## src/rtl/time_ascii_sender.sv

```systemverilog
// time_ascii_sender: snapshots the hour/min/sec/centisecond time bus on a start
// pulse and streams it as ASCII "HH:MM:SS.CC" (optionally followed by CR LF)
// to a UART transmitter, one byte per tx_start/tx_busy handshake.
//
// state      | meaning
// -----------+---------------------------------------------------------------
// S_IDLE     | waiting for start; snapshot taken on the accepting edge
// S_LOAD     | convert snapshot to saturated two-digit ASCII per field
// S_SEND     | wait for UART idle, then issue tx_start with char[idx]
// S_WAIT_ACK | wait for tx_busy to rise; timer expiry counts the byte as sent
// S_WAIT_TX  | wait for tx_busy to fall, then advance to next char
// S_FIN      | done pulse, busy dropped, back to idle
module time_ascii_sender #(
   parameter bit SEND_CRLF   = 1'b1,
   parameter int ACK_TIMEOUT = 16
) (
   input  logic       clk,
   input  logic       rst,
   input  logic       start,
   input  logic [4:0] hour,
   input  logic [6:0] min,
   input  logic [6:0] sec,
   input  logic [6:0] msec,
   input  logic       tx_busy,
   output logic       tx_start,
   output logic [7:0] tx_data,
   output logic       busy,
   output logic       done
);

   localparam int         TW       = $clog2(ACK_TIMEOUT + 1);
   localparam logic [3:0] LAST_IDX = SEND_CRLF ? 4'd12 : 4'd10;

   typedef enum logic [2:0] {
      S_IDLE,
      S_LOAD,
      S_SEND,
      S_WAIT_ACK,
      S_WAIT_TX,
      S_FIN
   } state_t;

   state_t          state, state_n;
   logic [4:0]      hour_q;
   logic [6:0]      min_q, sec_q, msec_q;
   logic [7:0]      dig_q [8];
   logic [3:0]      idx;
   logic [TW-1:0]   tmr;
   logic            issue;
   logic            adv;
   logic [7:0]      char_sel;

   // Two ASCII digits of a field; anything above 99 reads as "99".
   function automatic logic [15:0] to_ascii2(input logic [6:0] v);
      logic [6:0] s, t, o;
      s = (v > 7'd99) ? 7'd99 : v;
      t = s / 7'd10;
      o = s % 7'd10;
      return {8'h30 + {1'b0, t}, 8'h30 + {1'b0, o}};
   endfunction

   // Frame byte selected by the character index.
   always_comb begin
      char_sel = 8'h00;
      case (idx)
         4'd0:    char_sel = dig_q[0];
         4'd1:    char_sel = dig_q[1];
         4'd2:    char_sel = 8'h3A;
         4'd3:    char_sel = dig_q[2];
         4'd4:    char_sel = dig_q[3];
         4'd5:    char_sel = 8'h3A;
         4'd6:    char_sel = dig_q[4];
         4'd7:    char_sel = dig_q[5];
         4'd8:    char_sel = 8'h2E;
         4'd9:    char_sel = dig_q[6];
         4'd10:   char_sel = dig_q[7];
         4'd11:   char_sel = 8'h0D;
         4'd12:   char_sel = 8'h0A;
         default: char_sel = 8'h00;
      endcase
   end

   // Next-state logic plus the issue/advance strobes for the datapath.
   always_comb begin
      state_n = state;
      issue   = 1'b0;
      adv     = 1'b0;
      case (state)
         S_IDLE:     if (start) state_n = S_LOAD;
         S_LOAD:     state_n = S_SEND;
         S_SEND: begin
            if (!tx_busy) begin
               issue   = 1'b1;
               state_n = S_WAIT_ACK;
            end
         end
         S_WAIT_ACK: begin
            if (tx_busy)         state_n = S_WAIT_TX;
            else if (tmr == '0)  adv = 1'b1;
         end
         S_WAIT_TX:  if (!tx_busy) adv = 1'b1;
         S_FIN:      state_n = S_IDLE;
         default:    state_n = S_IDLE;
      endcase
      if (adv) state_n = (idx == LAST_IDX) ? S_FIN : S_SEND;
   end

   // State register.
   always_ff @(posedge clk or posedge rst) begin
      if (rst) state <= S_IDLE;
      else     state <= state_n;
   end

   // Snapshot, digit conversion, index/timer and registered outputs.
   always_ff @(posedge clk or posedge rst) begin
      if (rst) begin
         hour_q   <= '0;
         min_q    <= '0;
         sec_q    <= '0;
         msec_q   <= '0;
         for (int i = 0; i < 8; i++) dig_q[i] <= 8'h30;
         idx      <= '0;
         tmr      <= '0;
         tx_start <= 1'b0;
         tx_data  <= 8'h00;
         busy     <= 1'b0;
         done     <= 1'b0;
      end else begin
         if (state == S_IDLE && start) begin
            hour_q <= hour;
            min_q  <= min;
            sec_q  <= sec;
            msec_q <= msec;
         end
         if (state == S_LOAD) begin
            {dig_q[0], dig_q[1]} <= to_ascii2({2'b00, hour_q});
            {dig_q[2], dig_q[3]} <= to_ascii2(min_q);
            {dig_q[4], dig_q[5]} <= to_ascii2(sec_q);
            {dig_q[6], dig_q[7]} <= to_ascii2(msec_q);
         end
         if (issue)
            tmr <= TW'(ACK_TIMEOUT - 1);
         else if (state == S_WAIT_ACK && tmr != '0)
            tmr <= tmr - TW'(1);
         if (state_n == S_FIN) idx <= '0;
         else if (adv)         idx <= idx + 4'd1;
         tx_start <= issue;
         if (issue) tx_data <= char_sel;
         busy <= !(state_n == S_IDLE || state_n == S_FIN);
         done <= (state_n == S_FIN);
      end
   end

endmodule

```

## config.mk

```make
export PLATFORM = sky130hd
export DESIGN_NAME = time_ascii_sender
export DESIGN_NICKNAME = d
export VERILOG_FILES = /design/src/rtl/time_ascii_sender.sv
export SDC_FILE = /design/constraint.sdc
export NUM_CORES = 1
export LEC_CHECK = 0
export CAP_MARGIN = 0
export CORE_MARGIN = 1
export CORE_UTILIZATION = 41
export CTS_CLUSTER_SIZE = 20
export DETAILED_ROUTE_END_ITERATION = 10
export HOLD_SLACK_MARGIN = 0.12
export PLACE_DENSITY_LB_ADDON = 0.3
export SLEW_MARGIN = 20
export SYNTH_ARGS = -nofsm -noshare
export SYNTH_HDL_FRONTEND = slang
export SYNTH_SLANG_ARGS = --single-unit
```

## constraint.sdc

```tcl
create_clock -name clk -period 6.85 [get_ports clk]
set_input_delay 1.37 -clock clk [delete_from_list [all_inputs] [get_ports clk]]
set_output_delay 1.37 -clock clk [all_outputs]
set_load 0.02 [all_outputs]
```

* After elaboration in Yosys (flattened, before gate mapping)
Index checks and enable logic that the tools add are counted.
Operators by class: add/sub/neg operators 10, divide/modulo/power cells 8, $lt $le $gt $ge 3, equality and inequality tests 17, muxes and demuxes 19, reductions and logical operators 12
Operators by type and width (count):
- $pmux 8 s12 | 1
- $add 6x7->8 const A | 8
- $div 7x4->7 const B | 3
- $gt 7x7->1 const B | 3
- $mod 7x4->7 const B | 3
- $mux 7 | 3
- $eq 4x4->1 const B | 5
- $eq 4x3->1 const B | 4
- $mux 3 | 5
- $pmux 3 s5 | 1
- $mux 5 | 2
- $eq 4x2->1 const B | 2
- $mux 4 | 2
- $div 5x4->7 const B | 1
- $mod 5x4->7 const B | 1
- $eq 3x2->1 const B | 2
- $eq 3x3->1 const B | 2
- $logic_not 3->1 | 2
- $logic_not 5->1 | 1
- $reduce_bool 5->1 | 1
- $sub 5x1->5 const B | 1
- $add 4x1->4 const B | 1
- $eq 4x1->1 const B | 1
- $logic_not 4->1 | 1
- other kinds (8) | 13
Storage, ports and cells: flip-flop bits (word level) 113, input bits 30, output and inout bits 11, logic and storage cells 88

* Longest topological paths before layout
word-level depth 8, gate-level depth with buffers 24, depth with buffers taken out 22

* Worst setup path before layout
No wires, ideal clock.
kind register to register, start reg sec_q[5], end reg dig_q[22] in the netlist's numbering, library setup time 0.134 ns, data arrival time 4.018 ns, data required time 6.716 ns, slack 2.698 ns, cell stages (with the launch flop) 24, path buffers 4, period minus slack after synthesis 4.152 ns, cells stage by stage dfrtp_1 -> buf_4 -> nand2_1 -> and2_1 -> ha_1 -> and3_1 -> o21a_1 -> nor2_1 -> inv_1 -> ha_1 -> clkbuf_1 -> a211oi_1 -> o21ai_0 -> o2111a_1 -> buf_4 -> o21ai_0 -> a22oi_1 -> ha_1 -> clkbuf_1 -> o41ai_1 -> inv_1 -> ha_1 -> xnor2_1 -> o21ai_0
On the way: longest elaborated chain between the ends 4
Ends and longest elaborated chain:
- start, declared | RTL line 45 | logic [6:0] min_q, sec_q, msec_q;
- start signal, assigned | RTL line 119 | sec_q <= '0;
- start signal, assigned | RTL line 132 | sec_q <= sec;
- $gt 7x7->1 | RTL line 56 | s = (v > 7'd99) ? 7'd99 : v;
- $mux 7 (*) | RTL line 56
- $mod 7x4->7 (*) | RTL line 58 | o = s % 7'd10;
- $add 6x7->8 (*) | RTL line 59 | return {8'h30 + {1'b0, t}, 8'h30 + {1'b0, o}};
- end, declared | RTL line 46 | logic [7:0] dig_q [8];
Mark *: on every way between the ends. The rest lies on a longest branch, timed or not. A chain may end at the register's enable or synchronous reset.

* Worst setup path in the final report
start reg min_q[5], end reg dig_q[38] in the netlist's numbering
On the way: longest elaborated chain between the ends 4
Ends and longest elaborated chain:
- start, declared | RTL line 45
- start signal, assigned | RTL line 131 | min_q <= min;
- $gt 7x7->1 | RTL line 56
- $mux 7 (*) | RTL line 56
- $mod 7x4->7 (*) | RTL line 58
- $add 6x7->8 (*) | RTL line 59
Marked as above.

==> impl_metrics.py <==
metrics = {
    "outcome": {
        "status": "finished clean",
    },
    "grt": {
        "grt_usage_pct": 19.2,
        "antenna_found_initial": 0,
        "grt_max_degree": 74,
        "grt_pass1_vias": 5169,
        "grt_pass1_wl_mm": 25.4,
        "gr-total-overflow": 0,
    },
    "timing": {
        "final.setup.tns_ps": 0,
        "max_freq_mhz": 209,
        "worstMarginPinSlew_ps": 760,
        "rsz0062_at_grt": "false",
        "setup_violations": 0,
        "final.min_clock_period_ps": 4780,
        "max_slew_margin_pct": 49.4,
        "slew_violations": 0,
        "timing.final.ws_setup_ps": 2070,
        "hold_viol_final": 0,
        "min_period_over_period_pct": 69.8,
        "clock_skew_ps": 8.37,
    },
    "clock_tree": {
        "cts_buffers": 9,
        "clk_latency_ps": 350,
        "cts_num_sinks": 95,
        "hold_buffers": 0,
        "cts_resized": 0,
        "post_cts_buffers": 0,
        "clkSlewWorstSetupHoldPaths_ps": 70,
        "clockBufferDepth": 2,
        "htree_levels": 3,
        "clock-root-buffer": "clkbuf_16",
        "cts_tree": "done",
    },
    "final_layout": {
        "fill_cells": 1510,
        "diodes": 0,
        "nets": 840,
        "drive_gt1_share_pct": 10.1,
        "synthToLayoutAreaGrowth_pct": 12.5,
    },
    "place": {
        "io_buffers": 40,
        "hpwl_mm": 10.6,
        "finalWeightedCongestion": 0.930,
        "dp_slack_ps": 2160,
    },
    "die": {
        "start_util_pct": 42.4,
        "num_rows": 45,
        "num_io_pins": 41,
        "die_w_um": 128,
        "die_h_um": 128,
        "die_area_mm2": 0.0163,
        "coreArea_mm2": 0.0153,
    },
    "setup_path": {
        "cp-end-kind": "flip-flop",
        "critPathKind": "flip-flop to flip-flop",
        "cp-start-kind": "flip-flop",
        "slowest_delay_ps": 470,
        "cpMaxStageDelayCell": "dfrtp_1",
        "crit_family": "compound AO/OA/AOI/OAI gates",
        "crit_chain": "nand2_1 > and2_1 > ha_1 > nor3_1 > a311o_1 > ha_1 > or2_1 > a31oi_1 > o21a_1 > a31oi_1 > nor2_1 > ha_1 > a31oi_1 > o31a_1 > nor4_1 > nand2_1 > ha_1 > a211o_1 > nand3_1",
        "crit_required_ps": 7130,
        "cp_max_fo": 10,
        "arrival_ps": 5060,
        "path_common_cell": "ha_1",
        "path_buf_inv": 0,
    },
    "synth": {
        "synth-edff-count": 0,
        "synth_top_area_share_pct": 33.5,
        "synthTopCellsByArea": "dfrtp_1, nand2_1, o21ai_0",
        "async_flop_share_pct": 100,
        "syn_avg_cell_area_um2": 8.40,
        "ys_ff_latch": 95,
        "synth_flop_cell": "dfrtp_1",
        "synth_top_area_cell": "dfrtp_1",
        "synth_top_cells_by_count": "nand2_1, dfrtp_1, nor2_1, o21ai_0, a21oi_1",
        "ys_seq_area_share_pct": 36.8,
        "yosysWarnings": 0,
        "syn_nets": 829,
        "synth_most_common_cell": "nand2_1",
        "syn_area_mm2": 0.00649,
        "yosysUniqueCellTypes": 87,
        "syn_inst": 773,
    },
    "drt": {
        "drt_first_pass_iters": 5,
        "via_per_inst": 5.62,
        "drtAntennaViolNets": 0,
        "route.detailed.wl_per_inst_um": 14.8,
        "drtIter0Drc": 379,
        "drt-total-wl_mm": 14.8,
        "route.vias.total": 5617,
        "drc_errors": 0,
    },
    "flow_run": {
        "maxCapViolations": 0,
    },
    "worst_hold_path": {
        "worst_hold_path_type": "flip-flop to flip-flop",
    },
}
[area by class of cell]
| cell class | instances | area (um^2) | area share [%] |
|---|---|---|---|
| clock buffers | 14 | 264 | 3.61 |
| repair buffers | 45 | 438 | 6.00 |
| clock inverters | 2 | 38.8 | 0.531 |
| flip-flops and latches | 95 | 2390 | 32.7 |
| inverters | 32 | 123 | 1.68 |
| multi-input cells | 601 | 3790 | 51.9 |
| well taps | 211 | 264 | 3.61 |
[cells in the final DEF, fill, tap and decap left out, drive strengths merged, types with 9 or more instances in the layout]
| master | instances |
|---|---|
| a21oi | 48 |
| a22oi | 9 |
| a31oi | 10 |
| and2 | 9 |
| clkbuf | 14 |
| clkdlybuf4s50 | 40 |
| dfrtp | 87 |
| ha | 26 |
| inv | 32 |
| mux2 | 20 |
| nand2 | 122 |
| nand3 | 11 |
| nor2 | 71 |
| nor3 | 19 |
| o21a | 9 |
| o21ai | 82 |
| o22ai | 12 |
| xnor2 | 15 |
[logic make-up (layout without fill, tap and decap cells)]
family	after synthesis	count (layout)	synth area share [%]
buffers and inverters	77	93	5.07
muxes	23	23	3.93
adders and majority gates	27	27	5.17
AOI/OAI and AO/OA	255	255	27.1
xor gates and xnor gates	18	18	2.43
and+or+nand+nor	278	278	19.5
DFF	95	95	36.8
[sequential cells by signal, indices dropped and copies added, names as in the netlist]
signal and count:
min_q 7, done 1, dig_q 46, tmr 5, busy 1, hour_q 5
tx_data 8, sec_q 7, msec_q 7, idx 4, state 3, tx_start 1
[routing by layer]
layer  track usage (%)  share of wire (%)
met5                 0                  0
met4              6.64                1.3
met3              2.21                3.7
met2              30.5                 46
met1              27.1                 49
[final timing paths]
kind / from / to / slack (ps) / cells past startpoint
min: tx_data[4] / tx_data[4] / 470 / 2
max reg2reg: min_q[5] / dig_q[38] / 2070 / 19
max: min_q[5] / dig_q[38] / 2070 / 19
min reg2reg: tx_data[4] / tx_data[4] / 470 / 2
min in group asynchronous: rst / tmr[1] / 1440 / 2
max in group asynchronous: rst / msec_q[5] / 4370 / 3
[per-stage QoR]
step / utilization [%] / hold WS (ps) / instance area (um^2) / instances
global placement: 45.7 / 451 / 7000 / 984
global route: 47.7 / 500 / 7300 / 1000
CTS: 47.7 / 480 / 7300 / 1000
floorplan: - / 439 / 6490 / 773
finish: 47.7 / 473 / 7300 / 1000
detailed placement: 45.7 / 462 / 7000 / 984
[tightest hold or removal path: stages, from the launching register on]
cell and delay [ps]:
dfrtp_1 350, nand2_1 50, nand2_1 40
Power is not shown: default switching activity piles up to over one toggle a cycle in this logic, so the estimate is an artifact.
